## src/rtl/caf_peak_scheduler.sv

```systemverilog
// caf_peak_scheduler: walks the argmax block across every frequency bin of a
// CAF search, gating one buffer of correlator samples per bin into argmax,
// collecting its per-bin result and keeping the global peak over the sweep.
//
// state     | meaning
// ----------+--------------------------------------------------------------
// S_IDLE    | waiting for start; best_* hold the previous sweep's result
// S_STREAM  | gating buffer_length samples of bin bin_sel into argmax
// S_WAIT    | buffer delivered, waiting for argmax result (timeout guarded)
// S_COMPARE | fold latched bin result into the global peak, advance bin
// S_DONE    | one-cycle done (and error on timeout) pulse, back to idle
module caf_peak_scheduler #(
    parameter int buffer_length  = 10,
    parameter int index_bits     = 4,
    parameter int out_max_bits   = 4,
    parameter int i_bits         = 12,
    parameter int q_bits         = 12,
    parameter int num_bins       = 8,
    parameter int bin_bits       = 3,
    parameter int timeout_cycles = 64,
    parameter int timeout_bits   = 7
) (
    input  logic                    clk,
    input  logic                    rst,
    input  logic                    start,
    output logic                    busy,
    output logic                    done,
    output logic                    error,
    output logic [bin_bits-1:0]     bin_sel,
    input  logic                    in_tvalid,
    input  logic [i_bits-1:0]       in_xi,
    input  logic [q_bits-1:0]       in_xq,
    output logic                    in_tready,
    output logic                    am_tvalid,
    output logic [i_bits-1:0]       am_xi,
    output logic [q_bits-1:0]       am_xq,
    output logic                    am_ready,
    input  logic                    am_sready,
    input  logic                    am_rvalid,
    input  logic [out_max_bits-1:0] am_out_max,
    input  logic [index_bits-1:0]   am_index,
    output logic [out_max_bits-1:0] best_max,
    output logic [index_bits-1:0]   best_index,
    output logic [bin_bits-1:0]     best_bin
);

    localparam int CNT_W = $clog2(buffer_length + 1);
    localparam logic [CNT_W-1:0]        CNT_LAST = CNT_W'(buffer_length - 1);
    localparam logic [CNT_W-1:0]        CNT_FULL = CNT_W'(buffer_length);
    localparam logic [timeout_bits-1:0] TMO_LAST = timeout_bits'(timeout_cycles - 1);
    localparam logic [bin_bits-1:0]     BIN_LAST = bin_bits'(num_bins - 1);

    typedef enum logic [2:0] {
        S_IDLE,
        S_STREAM,
        S_WAIT,
        S_COMPARE,
        S_DONE
    } state_t;

    state_t                  state_q;
    logic [CNT_W-1:0]        cnt_q;
    logic [timeout_bits-1:0] tmo_q;
    logic [bin_bits-1:0]     bin_q;
    logic                    busy_q;
    logic                    done_q;
    logic                    error_q;
    logic [out_max_bits-1:0] lat_max_q;
    logic [index_bits-1:0]   lat_idx_q;
    logic [out_max_bits-1:0] best_max_q;
    logic [index_bits-1:0]   best_idx_q;
    logic [bin_bits-1:0]     best_bin_q;

    logic gate_open;
    logic accept;

    // Sample gate: the handshake is a straight pass-through between correlator
    // and argmax, closed once the bin's buffer has been filled.
    assign gate_open = (state_q == S_STREAM) && (cnt_q < CNT_FULL);
    assign in_tready = gate_open & am_sready;
    assign am_tvalid = gate_open & in_tvalid;
    assign accept    = in_tvalid & in_tready;
    assign am_xi     = in_xi;
    assign am_xq     = in_xq;
    // Held through WAIT so argmax can drain its result and wrap its counter.
    assign am_ready  = (state_q == S_STREAM) || (state_q == S_WAIT);

    assign busy       = busy_q;
    assign done       = done_q;
    assign error      = error_q;
    assign bin_sel    = bin_q;
    assign best_max   = best_max_q;
    assign best_index = best_idx_q;
    assign best_bin   = best_bin_q;

    // Sweep sequencer: per-bin stream/wait/compare loop with registered status outputs.
    always_ff @(posedge clk) begin
        if (rst) begin
            state_q    <= S_IDLE;
            cnt_q      <= '0;
            tmo_q      <= '0;
            bin_q      <= '0;
            busy_q     <= 1'b0;
            done_q     <= 1'b0;
            error_q    <= 1'b0;
            lat_max_q  <= '0;
            lat_idx_q  <= '0;
            best_max_q <= '0;
            best_idx_q <= '0;
            best_bin_q <= '0;
        end else begin
            done_q  <= 1'b0;
            error_q <= 1'b0;
            case (state_q)
                S_IDLE: begin
                    if (start) begin
                        state_q    <= S_STREAM;
                        busy_q     <= 1'b1;
                        bin_q      <= '0;
                        cnt_q      <= '0;
                        tmo_q      <= '0;
                        best_max_q <= '0;
                        best_idx_q <= '0;
                        best_bin_q <= '0;
                    end
                end
                S_STREAM: begin
                    if (accept) begin
                        if (cnt_q == CNT_LAST) begin
                            cnt_q   <= '0;
                            tmo_q   <= '0;
                            state_q <= S_WAIT;
                        end else begin
                            cnt_q <= cnt_q + CNT_W'(1);
                        end
                    end
                end
                S_WAIT: begin
                    if (am_rvalid) begin
                        lat_max_q <= am_out_max;
                        lat_idx_q <= am_index;
                        state_q   <= S_COMPARE;
                    end else if (tmo_q == TMO_LAST) begin
                        state_q <= S_DONE;
                        done_q  <= 1'b1;
                        error_q <= 1'b1;
                        busy_q  <= 1'b0;
                    end else begin
                        tmo_q <= tmo_q + timeout_bits'(1);
                    end
                end
                S_COMPARE: begin
                    // Strictly greater: on a tie the earlier bin/index is kept.
                    if (lat_max_q > best_max_q) begin
                        best_max_q <= lat_max_q;
                        best_idx_q <= lat_idx_q;
                        best_bin_q <= bin_q;
                    end
                    if (bin_q == BIN_LAST) begin
                        state_q <= S_DONE;
                        done_q  <= 1'b1;
                        busy_q  <= 1'b0;
                    end else begin
                        bin_q   <= bin_q + bin_bits'(1);
                        state_q <= S_STREAM;
                    end
                end
                S_DONE: begin
                    state_q <= S_IDLE;
                end
                default: begin
                    state_q <= S_IDLE;
                end
            endcase
        end
    end

endmodule

```

## config.mk

```make
export PLATFORM = sky130hd
export DESIGN_NAME = caf_peak_scheduler
export DESIGN_NICKNAME = d
export VERILOG_FILES = /design/src/rtl/caf_peak_scheduler.sv
export SDC_FILE = /design/constraint.sdc
export NUM_CORES = 1
export LEC_CHECK = 0
export CORE_AREA = 2 2 96 98
export DETAILED_ROUTE_END_ITERATION = 10
export DIE_AREA = 0 0 98 100
export PLACE_DENSITY_LB_ADDON = 0.1
export SYNTH_ARGS = -nofsm -noshare
export SYNTH_HDL_FRONTEND = slang
export SYNTH_SLANG_ARGS = --single-unit
```

## constraint.sdc

```tcl
create_clock -name clk -period 1.8 [get_ports clk]
set_input_delay 0.27 -clock clk [delete_from_list [all_inputs] [get_ports clk]]
set_output_delay 0.27 -clock clk [all_outputs]
set_load 0.01 [all_outputs]
```

# Word level (Yosys, flattened, before mapping)
# Index checks and enable logic that the tools add are counted.
# totals
wordCells	87
regBits	39
inputBits	38
output_inout_bits	44
# op_classes
n_eq_ne	16
addsub	3
n_reduce_logical	15
n_lt_le_gt_ge	2
bitwise_logic	4
muxes	35
# ops
op	n
$mux W7	5
$mux W3	9
$pmux W4 S2	3
$pmux W7 S3	1
$mux W4	5
$ne A2 B2 Y1 const B	7
$pmux W3 S2	2
$pmux W3 S4	1
$reduce_and A3 Y1	3
$add A7 B1 Y7 const B	1
$eq A7 B6 Y1 const B	1
$mux W1	7
$eq A3 B2 Y1 const B	2
$reduce_and A6 Y1	1
$reduce_bool A3 Y1	2
$reduce_and A5 Y1	1
$add A4 B1 Y4 const B	1
$eq A4 B4 Y1 const B	1
$gt A4 B4 Y1	1
$lt A4 B4 Y1 const B	1
$ne A2 B1 Y1 const B	2
$reduce_and A4 Y1	1
$reduce_bool A2 Y1	2
$add A3 B1 Y3 const B	1
other kinds (12)	14

# Depth between registers and ports, before layout
# logic_depth
word_depth	6
mapped_depth	8
mapped_depth_nobuf	7

# Worst setup path after synthesis
# No wires, ideal clock.
# synth_path
kind	flip-flop to flip-flop
from	register best_max_q[1], in the netlist best_max[1]
to	register best_bin_q[1], in the netlist best_bin[1]
path_slack_ps	67
path_buffers	1
setup_ps	65
stages_incl_launch_ff	9
synth_period_minus_slack_ps	1733
t_required_ps	1735
t_arrival_ps	1668
path_cell_list	dfxtp_1 > inv_1 > ha_1 > nor2b_1 > o211ai_1 > a21o_1 > buf_6 > mux2_4 > nor2_1
# synth_between
elab_chain_cells	3
# synth_rtl
item	line	source
start: declaration	70	logic [out_max_bits-1:0] best_max_q;
start signal: assignment	155	best_max_q <= lat_max_q;
$gt A4 B4 Y1	154	if (lat_max_q > best_max_q) begin
$ne A2 B2 Y1 (no source line)	n/a	
$reduce_and A3 Y1 (no source line)	n/a	
end signal: assignment	157	best_bin_q <= bin_q;
end: declaration	72	logic [bin_bits-1:0] best_bin_q;
# Every way passes these cells.
# A chain may end at the register's enable or synchronous reset.

# Worst setup path after layout
# layout_path
from	register lat_max_q[1]
to	register best_bin_q[0], in the netlist best_bin[0]
# layout_between
elab_chain_cells	3
# layout_rtl
item	line	source
start: declaration	68	logic [out_max_bits-1:0] lat_max_q;
start signal: assignment	140	lat_max_q <= am_out_max;
$gt A4 B4 Y1	154	
$ne A2 B2 Y1 (no source line)	n/a	
$reduce_and A3 Y1 (no source line)	n/a	
# Every way passes these cells.

==> summary.md <==
| Metric | Value |
|---|---|
| Status | finished clean |
| Synth area leader | dfxtp_1 |
| Final setup viols | 0 |
| Worst Hold Path Cells | 2 |
| Post-synth EDFFs | 0 |
| RSZ-0062 raised after global routing | no |
| Final Hold Vio Count | 0 |
| Crit path max-delay cell type | dfxtp_1 |
| Layout cells sized above 1 | 18.0% |
| Vias in the first global route | 1,731 |
| Routed wire length | 5.15 mm |
| Crit path largest cell delay | 0.41 ns |
| Post-route ant nets | 0 |
| Synth top area cells | dfxtp_1 37%, buf_4 9.2%, nand2_1 9.2% |
| PD cells | 674 mW/mm2 |
| Hold Path Class | flip-flop to flip-flop |
| Crit-path cells | ha_4 > nor2b_1 > o211ai_1 > a21o_1 > buf_6 > mux2_2 > nor2_1 |
| Drt first-iter violations | 50 |
| Register area share after synthesis | 36.7% |
| Period utilization | 95.2% |
| Syn_nets | 307 |
| GR Overflow Total | 0 |
| RePlAce Congestion | 0.749 |
| Post-CTS Hold Buffers | 0 |
| Hold_sp | lat_idx_q[3] |
| Total CTS buffers | 5 |
| Gate Count Post-Synth | 262 |
| Detailed-route via count | 1,745 |
| Actual slew at the worst max-slew pin | 0.409 ns |
| Root cell of the clock tree | clkbuf_8 |
| Post-route DRC | 0 |
| Ys Warns | 0 |
| Die Span X | 98 um |
| Clk buf depth | 2 |
| Layout area overhead | 25.1% |
| Pins Over Slew Limit | 0 |
| FF-to-FF End | best_bin[0] |
| Clk sinks | 39 |
| Reg clk slew, reported paths | 0.08 ns |
| Reg2reg setup slack | 0.09 ns |
| Post-DP Area | 0.00253 mm2 |
| CP arrival | 1.96 ns |
| Primary FF master, synth | dfxtp_1 |
| Pin count of the biggest net entering global routing | 17 |
| Min cycle time layout | 1.71 ns |
| Total GRT Usage | 10.9% |
| Worst EP required | 2.04 ns |
| Critical R2R Launch | lat_max_q[1] |
| Fin util | 29.9% |
| Synth unique cells | 43 |
| Worst-case reg-to-reg path depth | 7 |
| Setup CP Type | flip-flop to flip-flop |
| CP Launch Type | flip-flop |
| CTS tree | done |
| Register bit total from synthesis | 39 |
| Row count | 35 |
| Core footprint | 0.00889 mm2 |
| Crit path max-delay family | flip-flops |
| Critical path endpoint category | flip-flop |
| IO Count | 82 |
| Max_cap viols | 0 |
| First drt pass iteration count | 4 |
| First-pass GRT wire length | 8.51 mm |
| Initial antenna violation count | 0 |
| Avg Inst Size Synth | 8.11 um2 |
| Antenna diodes | 0 |
| H-tree depth | 2 |
| Post-route cell area | 0.00266 mm2 |
| DIE AREA | 0.00980 mm2 |
| Die Height | 100 um |
| Post-synthesis async set-or-reset flop share | 0% |
| Latest clock arrival within the worst-skew pair | 0.30 ns |
| Pleak | 0.00100 uW |
| CP bufs+invs | 1 |
| End of the worst hold path | lat_idx_q[3] |
| Total Nets Final | 333 |
| Starting Density | 23.9% |
| Worst Skew | 0.00257 ns |
| Post-synth top area share | 36.7% |
| Vias per inst | 4.36 |
| Max Freq | 583 MHz |
| Mean routed wirelength per cell | 12.9 um |
| Worst-path maximum fanout | 5 |
| Max-Slew Margin vs Limit | 72.3% |
| DP Wirelength | 3.78 mm |
| Syn Std Cell Area | 0.00213 mm2 |
| Peak supply drop | 0.000248 V |
| Port Buffers | 33 |
| Post CTS Setup Buffer Count | 0 |
kinds of logic after synthesis:
kind of cell,Yosys count,share of synthesized area [%]
buffers and inverters,44,12.8
XOR/XNOR,1,0.412
adder cells (fa/ha/maj),7,4.12
multiplexers,13,7.83
AO/OA/AOI/OAI,46,13.7
flip-flops,39,36.7
AND/OR/NAND/NOR,112,24.5
cell type report:
cell class | instances | area, um2
clock buffer | 5 | 68.8
clock inverter | 3 | 20.0
fill | 986 | 6230
inverter | 8 | 30.0
multi-input combinational | 179 | 1110
sequential | 39 | 785
tap | 111 | 139
timing repair buffer | 55 | 512
flip-flops by register name, indices dropped and copies added (netlist names), 4 cells and up:
name and cells:
best_max 4, tmo_q 7, lat_idx_q 4, best_index 4, lat_max_q 4, cnt_q 4
what timing repair did:
item,4_1_cts,5_1_grt
pin swaps,0,2
gates resized for setup,7,8
setup endpoints to repair,3,13
stage by stage:
step	hold WS (ns)	total power (uW)	instances	setup slack [ns]	setup TNS [ns]
after floorplan	0.406	1110	262	0.0667	0
after global routing	0.480	1900	400	0.00661	0
after detailed placement	0.449	1200	392	-0.0778	-0.338
final	0.459	1790	400	0.0858	0
after global placement	0.445	1200	392	-0.0715	-0.288
after CTS	0.462	1830	400	0.0197	0
worst register-to-register path, cell delays in order (launching register included):
cell and delay [ns]:
dfxtp_1 0.41, ha_4 0.23, nor2b_1 0.12, o211ai_1 0.16
a21o_1 0.19, buf_6 0.14, mux2_2 0.33, nor2_1 0.07
routing by layer:
layer / up-vias / global-route usage (%) / part of all wire (%)
li1: 903 / - / -
met1: 807 / 13.1 / 45
met2: 27 / 18.8 / 49
met3: 8 / 2.92 / 4.1
met4: 0 / 3.63 / 1.4
met5: - / 0 / 0
how the worst max path moves through the flow:
| stage | startpoint | endpoint | slack, ns | depth (start not counted) |
|---|---|---|---|---|
| 4_1_cts | best_max[1] | best_index[2] | 0.02 | 8 |
| 6_report | lat_max_q[1] | best_bin[0] | 0.09 | 7 |
| 2_1_floorplan | best_max[1] | best_bin[1] | 0.07 | 8 |
| 3_3_place_gp | in_tvalid | tmo_q[4] | -0.07 | 6 |
| 5_1_grt | lat_max_q[1] | best_index[2] | 0.007 | 7 |
| 3_5_place_dp | in_tvalid | tmo_q[4] | -0.08 | 6 |
power by group:
| group | internal (uW) | total, uW | switching, uW | leakage, uW |
|---|---|---|---|---|
| registers | 879 | 896 | 17.6 | 0.000316 |
| clock network | 270 | 617 | 347 | 0.0000402 |
| logic | 141 | 280 | 139 | 0.000645 |
cell usage after synthesis (all sizes together), types with 5 or more instances:
cell and instances:
nor2b 7, nand3 6, ha 7, inv 8
nand2 52, dfxtp 39, mux2 8, mux2i 5
nor2 22, buf 28, clkbuf 8, a21oi 26
layout by cell type (no fill, tap or decap), types with 4 or more instances in the layout:
cell type / synthesis / layout
a21oi_1: 26 / 25
buf_4: 26 / 19
clkbuf_8: 0 / 5
clkdlybuf4s50_1: 0 / 30
dfxtp_1: 39 / 36
ha_1: 7 / 6
inv_1: 8 / 8
mux2_4: 7 / 7
mux2i_1: 5 / 5
nand2_1: 52 / 52
nand2b_1: 4 / 4
nand3_1: 6 / 5
nor2_1: 22 / 20
nor2b_1: 7 / 7
nor3_1: 4 / 4
(Power assumes the default switching activity.)
